### src/rtl/dmem_axi_lite_master.sv
// Data-side AXI4-Lite master for the MEM stage. Each load/store request becomes exactly
// one AXI-Lite read or write; the pipeline is stalled until the response returns, then
// the read word and an error flag are presented for one cycle.
module dmem_axi_lite_master #(
  parameter int unsigned ADDR_W = 32,
  parameter int unsigned DATA_W = 32
) (
  input  logic                  clk,
  input  logic                  rst,
  // MEM-stage request / response
  input  logic                  req_valid_i,
  input  logic                  req_we_i,
  input  logic [ADDR_W-1:0]     req_addr_i,
  input  logic [DATA_W-1:0]     req_wdata_i,
  input  logic [DATA_W/8-1:0]   req_wstrb_i,
  output logic                  stall_o,
  output logic                  resp_valid_o,
  output logic [DATA_W-1:0]     resp_rdata_o,
  output logic                  resp_err_o,
  // AW channel
  output logic [ADDR_W-1:0]     m_awaddr,
  output logic [2:0]            m_awprot,
  output logic                  m_awvalid,
  input  logic                  m_awready,
  // W channel
  output logic [DATA_W-1:0]     m_wdata,
  output logic [DATA_W/8-1:0]   m_wstrb,
  output logic                  m_wvalid,
  input  logic                  m_wready,
  // B channel
  input  logic [1:0]            m_bresp,
  input  logic                  m_bvalid,
  output logic                  m_bready,
  // AR channel
  output logic [ADDR_W-1:0]     m_araddr,
  output logic [2:0]            m_arprot,
  output logic                  m_arvalid,
  input  logic                  m_arready,
  // R channel
  input  logic [DATA_W-1:0]     m_rdata,
  input  logic [1:0]            m_rresp,
  input  logic                  m_rvalid,
  output logic                  m_rready
);

  localparam int unsigned STRB_W = DATA_W / 8;

  typedef enum logic [2:0] {
    IDLE,
    RD_ADDR,
    RD_DATA,
    WR_REQ,
    WR_RESP,
    DONE
  } state_t;

  state_t              state, state_nxt;

  logic [ADDR_W-1:0]   addr_q, addr_nxt;
  logic [DATA_W-1:0]   wdata_q, wdata_nxt;
  logic [STRB_W-1:0]   wstrb_q, wstrb_nxt;

  logic                arvalid_q, arvalid_nxt;
  logic                awvalid_q, awvalid_nxt;
  logic                wvalid_q, wvalid_nxt;
  logic                bready_q, bready_nxt;
  logic                rready_q, rready_nxt;
  logic                aw_done_q, aw_done_nxt;
  logic                w_done_q, w_done_nxt;

  logic                resp_valid_q, resp_valid_nxt;
  logic [DATA_W-1:0]   resp_rdata_q, resp_rdata_nxt;
  logic                resp_err_q, resp_err_nxt;

  logic                ar_hs, r_hs, aw_hs, w_hs, b_hs;
  logic                aw_all, w_all;

  // Channel handshakes; valids are registered and never derived from ready
  assign ar_hs  = arvalid_q & m_arready;
  assign r_hs   = rready_q  & m_rvalid;
  assign aw_hs  = awvalid_q & m_awready;
  assign w_hs   = wvalid_q  & m_wready;
  assign b_hs   = bready_q  & m_bvalid;
  assign aw_all = aw_done_q | aw_hs;
  assign w_all  = w_done_q  | w_hs;

  // State register and all registered outputs
  always_ff @(posedge clk) begin
    if (rst) begin
      state        <= IDLE;
      addr_q       <= '0;
      wdata_q      <= '0;
      wstrb_q      <= '0;
      arvalid_q    <= 1'b0;
      awvalid_q    <= 1'b0;
      wvalid_q     <= 1'b0;
      bready_q     <= 1'b0;
      rready_q     <= 1'b0;
      aw_done_q    <= 1'b0;
      w_done_q     <= 1'b0;
      resp_valid_q <= 1'b0;
      resp_rdata_q <= '0;
      resp_err_q   <= 1'b0;
    end else begin
      state        <= state_nxt;
      addr_q       <= addr_nxt;
      wdata_q      <= wdata_nxt;
      wstrb_q      <= wstrb_nxt;
      arvalid_q    <= arvalid_nxt;
      awvalid_q    <= awvalid_nxt;
      wvalid_q     <= wvalid_nxt;
      bready_q     <= bready_nxt;
      rready_q     <= rready_nxt;
      aw_done_q    <= aw_done_nxt;
      w_done_q     <= w_done_nxt;
      resp_valid_q <= resp_valid_nxt;
      resp_rdata_q <= resp_rdata_nxt;
      resp_err_q   <= resp_err_nxt;
    end
  end

  // Next-state and next-output logic; resp_valid is set only on entry to DONE
  always_comb begin
    state_nxt      = state;
    addr_nxt       = addr_q;
    wdata_nxt      = wdata_q;
    wstrb_nxt      = wstrb_q;
    arvalid_nxt    = arvalid_q;
    awvalid_nxt    = awvalid_q;
    wvalid_nxt     = wvalid_q;
    bready_nxt     = bready_q;
    rready_nxt     = rready_q;
    aw_done_nxt    = aw_done_q;
    w_done_nxt     = w_done_q;
    resp_valid_nxt = 1'b0;
    resp_rdata_nxt = resp_rdata_q;
    resp_err_nxt   = resp_err_q;

    unique case (state)
      IDLE: begin
        if (req_valid_i) begin
          addr_nxt    = {req_addr_i[ADDR_W-1:2], 2'b00};
          wdata_nxt   = req_wdata_i;
          wstrb_nxt   = req_wstrb_i;
          aw_done_nxt = 1'b0;
          w_done_nxt  = 1'b0;
          if (req_we_i) begin
            awvalid_nxt = 1'b1;
            wvalid_nxt  = 1'b1;
            state_nxt   = WR_REQ;
          end else begin
            arvalid_nxt = 1'b1;
            state_nxt   = RD_ADDR;
          end
        end
      end

      RD_ADDR: begin
        if (ar_hs) begin
          arvalid_nxt = 1'b0;
          rready_nxt  = 1'b1;
          state_nxt   = RD_DATA;
        end
      end

      RD_DATA: begin
        if (r_hs) begin
          resp_rdata_nxt = m_rdata;
          resp_err_nxt   = m_rresp[1];
          rready_nxt     = 1'b0;
          resp_valid_nxt = 1'b1;
          state_nxt      = DONE;
        end
      end

      WR_REQ: begin
        // AW and W complete independently, possibly in the same cycle
        if (aw_hs) begin
          awvalid_nxt = 1'b0;
          aw_done_nxt = 1'b1;
        end
        if (w_hs) begin
          wvalid_nxt = 1'b0;
          w_done_nxt = 1'b1;
        end
        if (aw_all && w_all) begin
          bready_nxt = 1'b1;
          state_nxt  = WR_RESP;
        end
      end

      WR_RESP: begin
        if (b_hs) begin
          resp_err_nxt   = m_bresp[1];
          bready_nxt     = 1'b0;
          resp_valid_nxt = 1'b1;
          state_nxt      = DONE;
        end
      end

      DONE: begin
        state_nxt = IDLE;
      end

      default: begin
        state_nxt = IDLE;
      end
    endcase
  end

  // Stall releases in DONE so the MEM stage advances with the response
  assign stall_o = req_valid_i & (state != DONE);

  assign resp_valid_o = resp_valid_q;
  assign resp_rdata_o = resp_rdata_q;
  assign resp_err_o   = resp_err_q;

  assign m_awaddr  = addr_q;
  assign m_awprot  = 3'b000;
  assign m_awvalid = awvalid_q;
  assign m_wdata   = wdata_q;
  assign m_wstrb   = wstrb_q;
  assign m_wvalid  = wvalid_q;
  assign m_bready  = bready_q;
  assign m_araddr  = addr_q;
  assign m_arprot  = 3'b000;
  assign m_arvalid = arvalid_q;
  assign m_rready  = rready_q;

  // Byte offset and the OKAY/EXOKAY distinction carry no information for this master
  logic unused_bits;
  assign unused_bits = ^{req_addr_i[1:0], m_rresp[0], m_bresp[0]};

endmodule

### config.mk
export PLATFORM = sky130hd
export DESIGN_NAME = dmem_axi_lite_master
export DESIGN_NICKNAME = d
export VERILOG_FILES = /design/src/rtl/dmem_axi_lite_master.sv
export SDC_FILE = /design/constraint.sdc
export NUM_CORES = 1
export LEC_CHECK = 0
export BUFFER_PORTS_ARGS = -buffer_cell sky130_fd_sc_hd__buf_2
export CAP_MARGIN = 20
export CORE_MARGIN = 2
export CORE_UTILIZATION = 43
export DETAILED_ROUTE_END_ITERATION = 6
export PLACE_DENSITY_LB_ADDON = 0.12
export SETUP_SLACK_MARGIN = 0.15
export SKIP_LAST_GASP = 1
export SYNTH_ARGS = -nofsm -noshare
export SYNTH_HDL_FRONTEND = slang
export SYNTH_SLANG_ARGS = --single-unit
### constraint.sdc
create_clock -name clk -period 1.8 [get_ports clk]
set_input_delay 0.27 -clock clk [delete_from_list [all_inputs] [get_ports clk]]
set_output_delay 0.27 -clock clk [all_outputs]
set_load 0.01 [all_outputs]
==> flow_summary.yaml, run 1 <==
logic_synthesis:
  synth_compound_area_frac: 0.1423
  synth_top_family_by_area: "simple AND/OR/NAND/NOR gates"
  yosys.area_share.simple: 0.2254
  syn-cell-area_sq_mm: 0.004274
  synthXorXnorAreaFrac: 0
  yosysWarnings: 0
  synthTopCellsByArea: "dfxtp_1 52%, nand2_1 18%, a21oi_1 12%"
  synth.top_cell.area_share: 0.5152
  synth.area.mux_share: 0.004684
  synthDistinctLibCells: 36
  synth_cells: 544
  yosysTopAreaCell: "dfxtp_1"
  ys_seq_elements: 110
  synth-adder-area-share: 0
  avgSynthCellArea_sq_um: 7.857
  synth-seq-area-share: 0.5152
placed_design:
  placed_area_sq_mm: 0.005371
  hpwlAfterDp_mm: 8.037
  gp_congestion: 0.7960
  port_buffers: 244
setup_path:
  r2r_cells: 4
  r2r_slack_ps: 240
  cp.required_ps: 2070
  crit_chain: "or4b_4 > buf_12 > nand2_1 > a21oi_1"
  max_stage_delay_ps: 650
  crit_slowest_cell: "or4b_4"
  critPathLaunchType: "register"
  worstPathMaxFanout: 51
  crit_path_end_kind: "register"
  crit_end: "m_wdata[12]$_SDFFE_PP0P_"
  r2r_end: "m_wdata[12]$_SDFFE_PP0P_"
  crit_arrival_ps: 1830
  crit_type: "register to register"
  timing.rr.start: "state[2]$_SDFFE_PP0P_"
  startpoint: "state[2]$_SDFFE_PP0P_"
clock_network:
  clockRootBuffer: "clkbuf_8"
  cts_hold_buf: 0
  numCtsBuffers: 9
  cts_sinks: 110
  cts_tree: "done"
  clk_path_buf_depth: 2
  clkTransAtPathRegs_ps: 100
  htreeDepth: 3
  clock_latency_ps: 370
floorplanning:
  ios: 259
  die_y_um: 103.7
  core-area_sq_mm: 0.009729
  die_area_sq_mm: 0.01075
  fp-row-count: 36
  start_util: 0.4393
  die_w_um: 103.7
timing:
  setup-tns-final_ps: 0
  hold_viol_final: 0
  rsz0062_at_grt: "false"
  setup_viol: 0
  tightest_slew_ps: 529.8
  fmax_mhz: 639.7
  clock_skew_ps: 10.48
  hold_ws_ps: 127.1
  slew_headroom: 0.6468
  min_period_ps: 1563
  slew_violations: 0
  fin_crit_sh: 0.8684
run_status:
  status: "finished clean"
hold_path:
  hp-class: "primary input to register"
power_and_ir_drop:
  pwr_density_cell_mw_per_mm2: 1168
  peakVddDrop_uv: 417.6
  p_leak_nw: 2.699
routing:
  first_iter_violations: 246
  firstDrtPassIters: 4
  routedWlPerCell_um: 12.82
  viasPerCell: 4.724
  ant_nets: 0
  routed_wl_mm: 11.31
  drc: 0
  num_vias: 4167
global_route:
  grt_usage: 0.1979
  grt_pass1_wl_mm: 17.43
  grt_antenna_before_repair: 1
  grt_max_degree: 52
  grt_pass1_vias: 3670
  grt_overflow: 0
layout:
  area_growth_pct: 31.88
  final_layout_size_suffix_gt1_frac: 0.3805
  final_cell_mix: "243 x buf_2, 204 x nand2_1, 109 x dfxtp_1"
  nets: 858
  n_antenna_cell: 0
  final_area_sq_mm: 0.005637
  utilization: 0.5793
  final_common_cell: "buf_2"
run:
  max-cap-violations: 0
==> through the flow <==
| step | instances | power, mW | setup WS (ps) |
|---|---|---|---|
| global placement | 862 | 5.019 | 216.3 |
| global route | 882 | 7.006 | 147.8 |
| finish | 882 | 6.586 | 236.8 |
| detailed placement | 862 | 5.083 | 192.2 |
| floorplan | 553 | 4.439 | 218.0 |
| CTS | 877 | 6.532 | 191.9 |
==> per-layer routing <==
metal  share of wire  up-vias  GRT usage  routed length [um]
met5          0.0011        -          0                  13
met4           0.019        2    0.08205                 212
met3           0.080       18    0.06042                 906
met2            0.48      161     0.3401                5470
met1            0.42     1881     0.2294                4703
li1                -     2105          -                   -
==> report_power, final <==
part | switching (mW) | internal [mW] | leakage [nW]
combinational | 1.27 | 0.918 | 1.71
clock | 0.807 | 0.634 | 0.0911
sequential | 0.200 | 2.76 | 0.897
==> worst min path at each step <==
| stage | startpoint | end | slack, ps | cells after the start |
|---|---|---|---|---|
| after floorplan | m_wready | m_wvalid$_SDFFE_PP0P_ | 390 | 1 |
| after global placement | m_wdata[11]$_SDFFE_PP0P_ | m_wdata[11]$_SDFFE_PP0P_ | 440 | 2 |
| after detailed placement | m_wdata[5]$_SDFFE_PP0P_ | m_wdata[5]$_SDFFE_PP0P_ | 440 | 2 |
| after CTS | m_rdata[28] | resp_rdata_o[28]$_SDFFE_PP0P_ | 100 | 3 |
| after global routing | req_wdata_i[21] | m_wdata[21]$_SDFFE_PP0P_ | 110 | 3 |
| final | m_rdata[10] | resp_rdata_o[10]$_SDFFE_PP0P_ | 130 | 3 |
==> cell usage after synthesis, drive strengths merged <==
library cell  instances
a211o                 1
a311oi                1
nor3b                 2
or2                   1
a21oi               104
a31oi                 2
nand2               204
and3b                 1
nand3                 4
clkbuf               29
nor2b                 2
nor4                  1
a21boi                1
and3                  1
a211oi                3
buf                  49
nor2                  9
nand3b                1
nand2b                1
nor3                  5
nand4b                1
dfxtp               110
o21ai                 3
or4b                  1
inv                   1
o211ai                1
or3b                  1
conb                  1
nand4                 1
mux2i                 2
==> state kept, by name (all words and copies together), names as in the netlist <==
register	count
resp_err_o	1
m_awvalid	1
m_arvalid	1
resp_rdata_o	32
state	3
w_done_q	1
aw_done_q	1
m_wdata	32
m_bready	1
m_wvalid	1
m_wstrb	4
m_araddr	30
m_rready	1
resp_valid_o	1
==> critical path: cells and delay by family (launching register included) <==
kind	cells	cell delay [ps]
simple gates	2	740
compound gates	1	70
buf+inv	1	240
flops	1	390
==> cells by family (layout without fill, tap and decap cells) <==
kind of cell	after synthesis	count (layout)
buffers and inverters	79	275
AO/OA/AOI/OAI	116	116
flip-flops	110	110
AND/OR/NAND/NOR	236	236
other	1	10
multiplexers	2	2
==> layout make-up <==
type / instances / area, sq um
well taps: 133 / 166.4
clock buffers: 9 / 123.9
inverters: 1 / 3.754
clock inverters: 6 / 63.81
fillers: 950 / 4093
multi-input cells: 364 / 1648
repair buffers: 259 / 1428
flip-flops and latches: 110 / 2203
==> timing repair <==
action / CTS / global route
cloned: 0 / 1
gates resized for setup: 1 / 5
pin swaps: 0 / 1
setup endpoints to repair: 1 / 98
setup buffers: 0 / 4
(Power assumes the default switching activity.)
==> run 2, diff against run 1 <==
ABC_AREA = 1   (was not set)
CORE_MARGIN = 10   (was 2)
CORE_UTILIZATION = 44   (was 43)
==> run 2 against run 1 <==
Fmax is 0.75% lower; critical path depth stayed put; first-iteration DRC count is 22% higher; critical path type is now register to output pin; die area is 41% higher; clock skew is 4.7 ps lower; flip-flop and latch count stayed put; cell area is 5.1% higher; global-route usage is 2.6 points lower; synthesized area is 9.2% higher; count of clock-buffer cells in the layout is 3 higher; critical endpoint is now stall_o.
==> flow_summary.yaml, run 2 <==
run_status:
  status: "finished clean"
setup_path:
  cp.required_ps: 1530
  crit_path_end_kind: "output pin"
  r2r_cells: 7
  r2r_end: "m_wdata[15]$_SDFFE_PP0P_"
  crit_chain: "inv_2 > o31ai_1 > inv_1 > buf_2"
  worstPathMaxFanout: 7
  timing.rr.start: "state[2]$_SDFFE_PP0P_"
  r2r_slack_ps: 330
  critPathLaunchType: "register"
  crit_slowest_cell: "dfxtp_4"
  crit_arrival_ps: 1300
  max_stage_delay_ps: 420
  crit_type: "register to output pin"
layout:
  final_common_cell: "buf_2"
  utilization: 0.5739
  fin_cells: 921
  fill_cells: 969
  final_layout_size_suffix_gt1_frac: 0.4018
  nets: 893
  seqCellArea_sq_mm: 0.002207
  multi_input_area_sq_mm: 0.001871
  area_growth_pct: 26.91
  final_cell_mix: "244 x buf_2, 108 x dfxtp_1, 98 x nand2_1"
  final_area_sq_mm: 0.005924
logic_synthesis:
  avgSynthCellArea_sq_um: 7.994
  syn-cell-area_sq_mm: 0.004668
  synth_cells: 584
  yosysWarnings: 0
  ys_async_sr_fraction: 0
  synth.most_common_cell: "dfxtp_1"
  synthTopCellsByArea: "dfxtp_1 47%, a21oi_1 7.9%, nand2_1 7.9%"
  yosysTopAreaCell: "dfxtp_1"
  ys_seq_elements: 110
  synthDistinctLibCells: 25
  synth.top_cell.area_share: 0.4717
  ys.flop_type: "dfxtp_1"
  synth_edf_count: 0
  synthTopCellsByCount: "110 x dfxtp_1, 98 x nand2_1, 77 x nor2_1"
  synth-seq-area-share: 0.4717
global_route:
  grt_pass1_wl_mm: 21.02
  grt_antenna_before_repair: 1
  grt_overflow: 0
  grt_max_degree: 67
  grt-busiest-layer: "met2"
  grt_pass1_vias: 4078
  met2_usage: 0.2965
  grtUsageMet3: 0.06655
  grt_util_met1: 0.1945
  grt_usage: 0.1721
floorplanning:
  die_y_um: 123
  fp-row-count: 37
  die_area_sq_mm: 0.01513
  start_util: 0.4522
  core-area_sq_mm: 0.01032
  ios: 259
  die_w_um: 123
timing:
  min_period_ps: 1575
  slew_violations: 0
  fin_crit_sh: 0.8750
  clock_skew_ps: 5.780
  setup-tns-final_ps: 0
  hold_ws_ps: 143.6
  fmax_mhz: 634.9
  hold_viol_final: 0
  setup_ws_ps: 225.1
  rsz0062_at_grt: "false"
  setup_viol: 0
clock_network:
  clk_path_buf_depth: 2
  cts_tree: "done"
  clockRootBuffer: "clkbuf_8"
  clock_latency_ps: 360
  numCtsBuffers: 9
  cts_sinks: 110
  htreeDepth: 3
  clkTransAtPathRegs_ps: 100
  cts_hold_buf: 0
routing:
  routed_wl_mm: 14.04
  routedWlPerCell_um: 15.24
  viasPerCell: 4.760
  first_iter_violations: 301
  ant_nets: 0
  drc: 0
  firstDrtPassIters: 4
  num_vias: 4384
placed_design:
  placed_area_sq_mm: 0.005683
  dp.cells: 904
  gp_congestion: 0.8451
  dp_slack_ps: 232.2
  port_buffers: 244
  hpwlAfterDp_mm: 10.67
power_and_ir_drop:
  p_leak_nw: 2.941
  pwr_density_cell_mw_per_mm2: 1232
  peakVddDrop_uv: 568.1
  finalPower_mw: 7.297
run:
  max-cap-violations: 0
hold_path:
  min_to: "resp_rdata_o[22]$_SDFFE_PP0P_"
  hp-class: "primary input to register"
  holdCritStartpoint: "m_rdata[22]"
  hold_depth: 3
run 2: changes by cell type in the layout (fill, tap and decap cells not counted), sizes merged, moves of 5 or more:
cell / delta
nor2: +71
a21oi: -29
inv: +22
o21ai: +35
nand3: +70
nor3: -5
nand2: -104
run 2: repair_timing:
action                                  in CTS  in global routing
buffers inserted                             0                  1
resized for setup                            2                  2
pin swaps                                    0                  1
endpoints found under the setup margin       1                 17
run 2: worst max-delay path by stage:
stage / start / endpoint / slack [ps]
global route: state[2]$_SDFFE_PP0P_ / m_wvalid$_SDFFE_PP0P_ / 150
CTS: state[0]$_SDFFE_PP0P_ / stall_o / 200
global placement: state[1]$_SDFFE_PP0P_ / m_wvalid$_SDFFE_PP0P_ / 270
finish: state[0]$_SDFFE_PP0P_ / stall_o / 230
detailed placement: state[1]$_SDFFE_PP0P_ / m_wdata[15]$_SDFFE_PP0P_ / 230
floorplan: req_valid_i / stall_o / 450
run 2: cells by family (layout without fill, tap and decap cells):
family,count (synthesis),count (layout),synth area share
AOI/OAI and AO/OA,115,115,0.1252
buffers and inverters,103,294,0.1348
DFF,110,110,0.4717
other,1,11,0.0008033
and+or+nand+nor,255,255,0.2675
run 2: routing by layer:
layer  vias up  share of wire
met5         -              0
met4         0         0.0074
met3         9          0.099
met2       147           0.50
met1      1992           0.39
li1       2236              -
run 2: worst max-delay path, delay by kind of cell (launching register included):
| family | cells | cell delay, ps |
|---|---|---|
| buffers and inverters | 3 | 300 |
| AOI/OAI and AO/OA | 1 | 230 |
| DFF | 1 | 420 |
run 2: area by class of cell:
cell class	count	share of cell area
clock buffers	12	0.02619
flip-flops and latches	110	0.3725
multi-input cells	380	0.3157
clock inverters	3	0.01140
inverters	23	0.01457
diodes	1	0.0004224
well taps	136	0.02872
repair buffers	256	0.2304
run 2: where the power goes:
part / internal (mW) / switching (mW)
Combinational: 0.984 / 1.64
Sequential: 2.79 / 0.246
Clock: 0.854 / 0.791
==> run 3, diff against run 2 <==
ABC_AREA = 0   (was 1)
CORE_UTILIZATION = 43   (was 44)
==> run 3 against run 2 <==
Clock power down 17%; die area down 5.3%; non-clock buffer count up 5; combinational power down 14%; largest cell class unchanged; largest power group unchanged.
==> flow_summary.yaml, run 3 (synthesized netlist as in run 1, its figures left out) <==
routing:
  routedWlPerCell_um: 15.50
  drc: 0
  routed_wl_mm: 13.72
  num_vias: 4162
  viasPerCell: 4.703
  first_iter_violations: 199
  ant_nets: 0
  firstDrtPassIters: 4
setup_path:
  crit_path_end_kind: "register"
  r2r_end: "m_wvalid$_SDFFE_PP0P_"
  r2r_cells: 7
  cp.required_ps: 2060
  crit_chain: "buf_4 > nand2b_4 > nor3_4 > buf_12 > buf_12 > a21oi_1 > a311oi_1"
  startpoint: "state[0]$_SDFFE_PP0P_"
  crit_family: "buffers and inverters"
  cp_common_cell: "buf_12"
  r2r_slack_ps: 220
  timing.rr.start: "state[0]$_SDFFE_PP0P_"
  max_stage_delay_ps: 320
  critPathLaunchType: "register"
  path_buf_inv: 3
  worstPathMaxFanout: 24
  crit_type: "register to register"
  crit_arrival_ps: 1840
  crit_slowest_cell: "dfxtp_1"
clock_network:
  clock_latency_ps: 360
  clockRootBuffer: "clkbuf_8"
  cts_tree: "done"
  clkTransAtPathRegs_ps: 100
  clk_path_buf_depth: 2
  cts_hold_buf: 0
  cts_sinks: 110
  htreeDepth: 3
  numCtsBuffers: 9
floorplanning:
  fp-row-count: 36
  start_util: 0.4393
  ios: 259
  die_area_sq_mm: 0.01433
  core-area_sq_mm: 0.009729
  die_w_um: 119.7
  die_y_um: 119.7
power_and_ir_drop:
  finalPower_mw: 6.575
  peakVddDrop_uv: 464.3
  pwr_density_cell_mw_per_mm2: 1171
  p_leak_nw: 2.704
timing:
  hold_viol_final: 0
  slew_violations: 0
  hold_ws_ps: 137.1
  min_period_ps: 1576
  fmax_mhz: 634.6
  clock_skew_ps: 11.26
  rsz0062_at_grt: "false"
  setup_viol: 0
  setup_ws_ps: 224.1
  setup-tns-final_ps: 0
  tightest_slew_ps: 541.2
  slew_headroom: 0.6392
  fin_crit_sh: 0.8755
run:
  max-cap-violations: 0
layout:
  final_layout_size_suffix_gt1_frac: 0.3816
  nets: 860
  fill_cells: 953
  fin_cells: 885
  final_area_sq_mm: 0.005613
  final_cell_mix: "243 x buf_2, 204 x nand2_1, 109 x dfxtp_1"
  area_growth_pct: 31.32
  n_antenna_cell: 0
  utilization: 0.5769
  multi_input_area_sq_mm: 0.001645
  seqCellArea_sq_mm: 0.002203
  final_common_cell: "buf_2"
global_route:
  grt_antenna_before_repair: 1
  grt_pass1_vias: 4140
  grt_overflow: 0
  grt_pass1_wl_mm: 20.91
  grt_max_degree: 51
  grt_usage: 0.1764
hold_path:
  hold_depth: 3
  min_to: "m_wdata[4]$_SDFFE_PP0P_"
  hp-class: "primary input to register"
  holdCritStartpoint: "req_wdata_i[4]"
placed_design:
  port_buffers: 244
  dp.cells: 867
  placed_area_sq_mm: 0.005384
  gp_congestion: 0.7854
  hpwlAfterDp_mm: 10.55
  dp_slack_ps: 224.0
run_status:
  status: "finished clean"
[run 3: changes by cell type in the layout (fill, tap and decap cells not counted), sizes merged, moves of 6 or more]
cell | before | now
nor2 | 80 | 9
o21ai | 38 | 3
clkinv | 0 | 6
nand2 | 100 | 204
nand3 | 74 | 4
a21oi | 75 | 104
inv | 23 | 1
[run 3: repair_timing]
item / 4_1_cts / 5_1_grt
cloned: 0 / 1
buffers inserted: 0 / 1
pin swaps: 0 / 1
gates resized for setup: 1 / 3
endpoints found under the setup margin: 1 / 5
[run 3: area by class of cell]
class,instances,area share
Timing Repair Buffer,261,0.2528
Sequential cell,110,0.3926
Clock buffer,10,0.02452
Tap cell,133,0.02965
Inverter,1,0.0006687
Multi-Input combinational cell,364,0.2931
Clock inverter,6,0.006687
[run 3: layer usage]
layer,track usage,vias to the layer above,routed length (um)
met1,0.1780,1886,4997
met3,0.08392,13,1519
met2,0.3136,153,7004
met5,0,-,7
li1,-,2108,-
met4,0.05807,2,187
[run 3: worst max path at each step]
stage,endpoint,slack [ps],cells past startpoint
2_1_floorplan,m_araddr[12]$_SDFFE_PP0P_,220,7
3_3_place_gp,m_wdata[15]$_SDFFE_PP0P_,250,4
3_5_place_dp,resp_rdata_o[22]$_SDFFE_PP0P_,220,5
4_1_cts,stall_o,180,4
5_1_grt,m_wvalid$_SDFFE_PP0P_,150,7
6_report,m_wvalid$_SDFFE_PP0P_,220,7
[run 3: worst register-to-register path, cell delays in order (launching register included)]
cell,delay [ps]
dfxtp_1,320
buf_4,180
nand2b_4,170
nor3_4,200
buf_12,140
buf_12,150
a21oi_1,80
a311oi_1,240
[run 3: report_power, final]
| part | switching [mW] | total (mW) | internal, mW |
|---|---|---|---|
| Clock | 0.818 | 1.36 | 0.538 |
| Combinational | 1.30 | 2.25 | 0.953 |
| Sequential | 0.203 | 2.97 | 2.76 |
| Total | 2.32 | 6.58 | 4.25 |
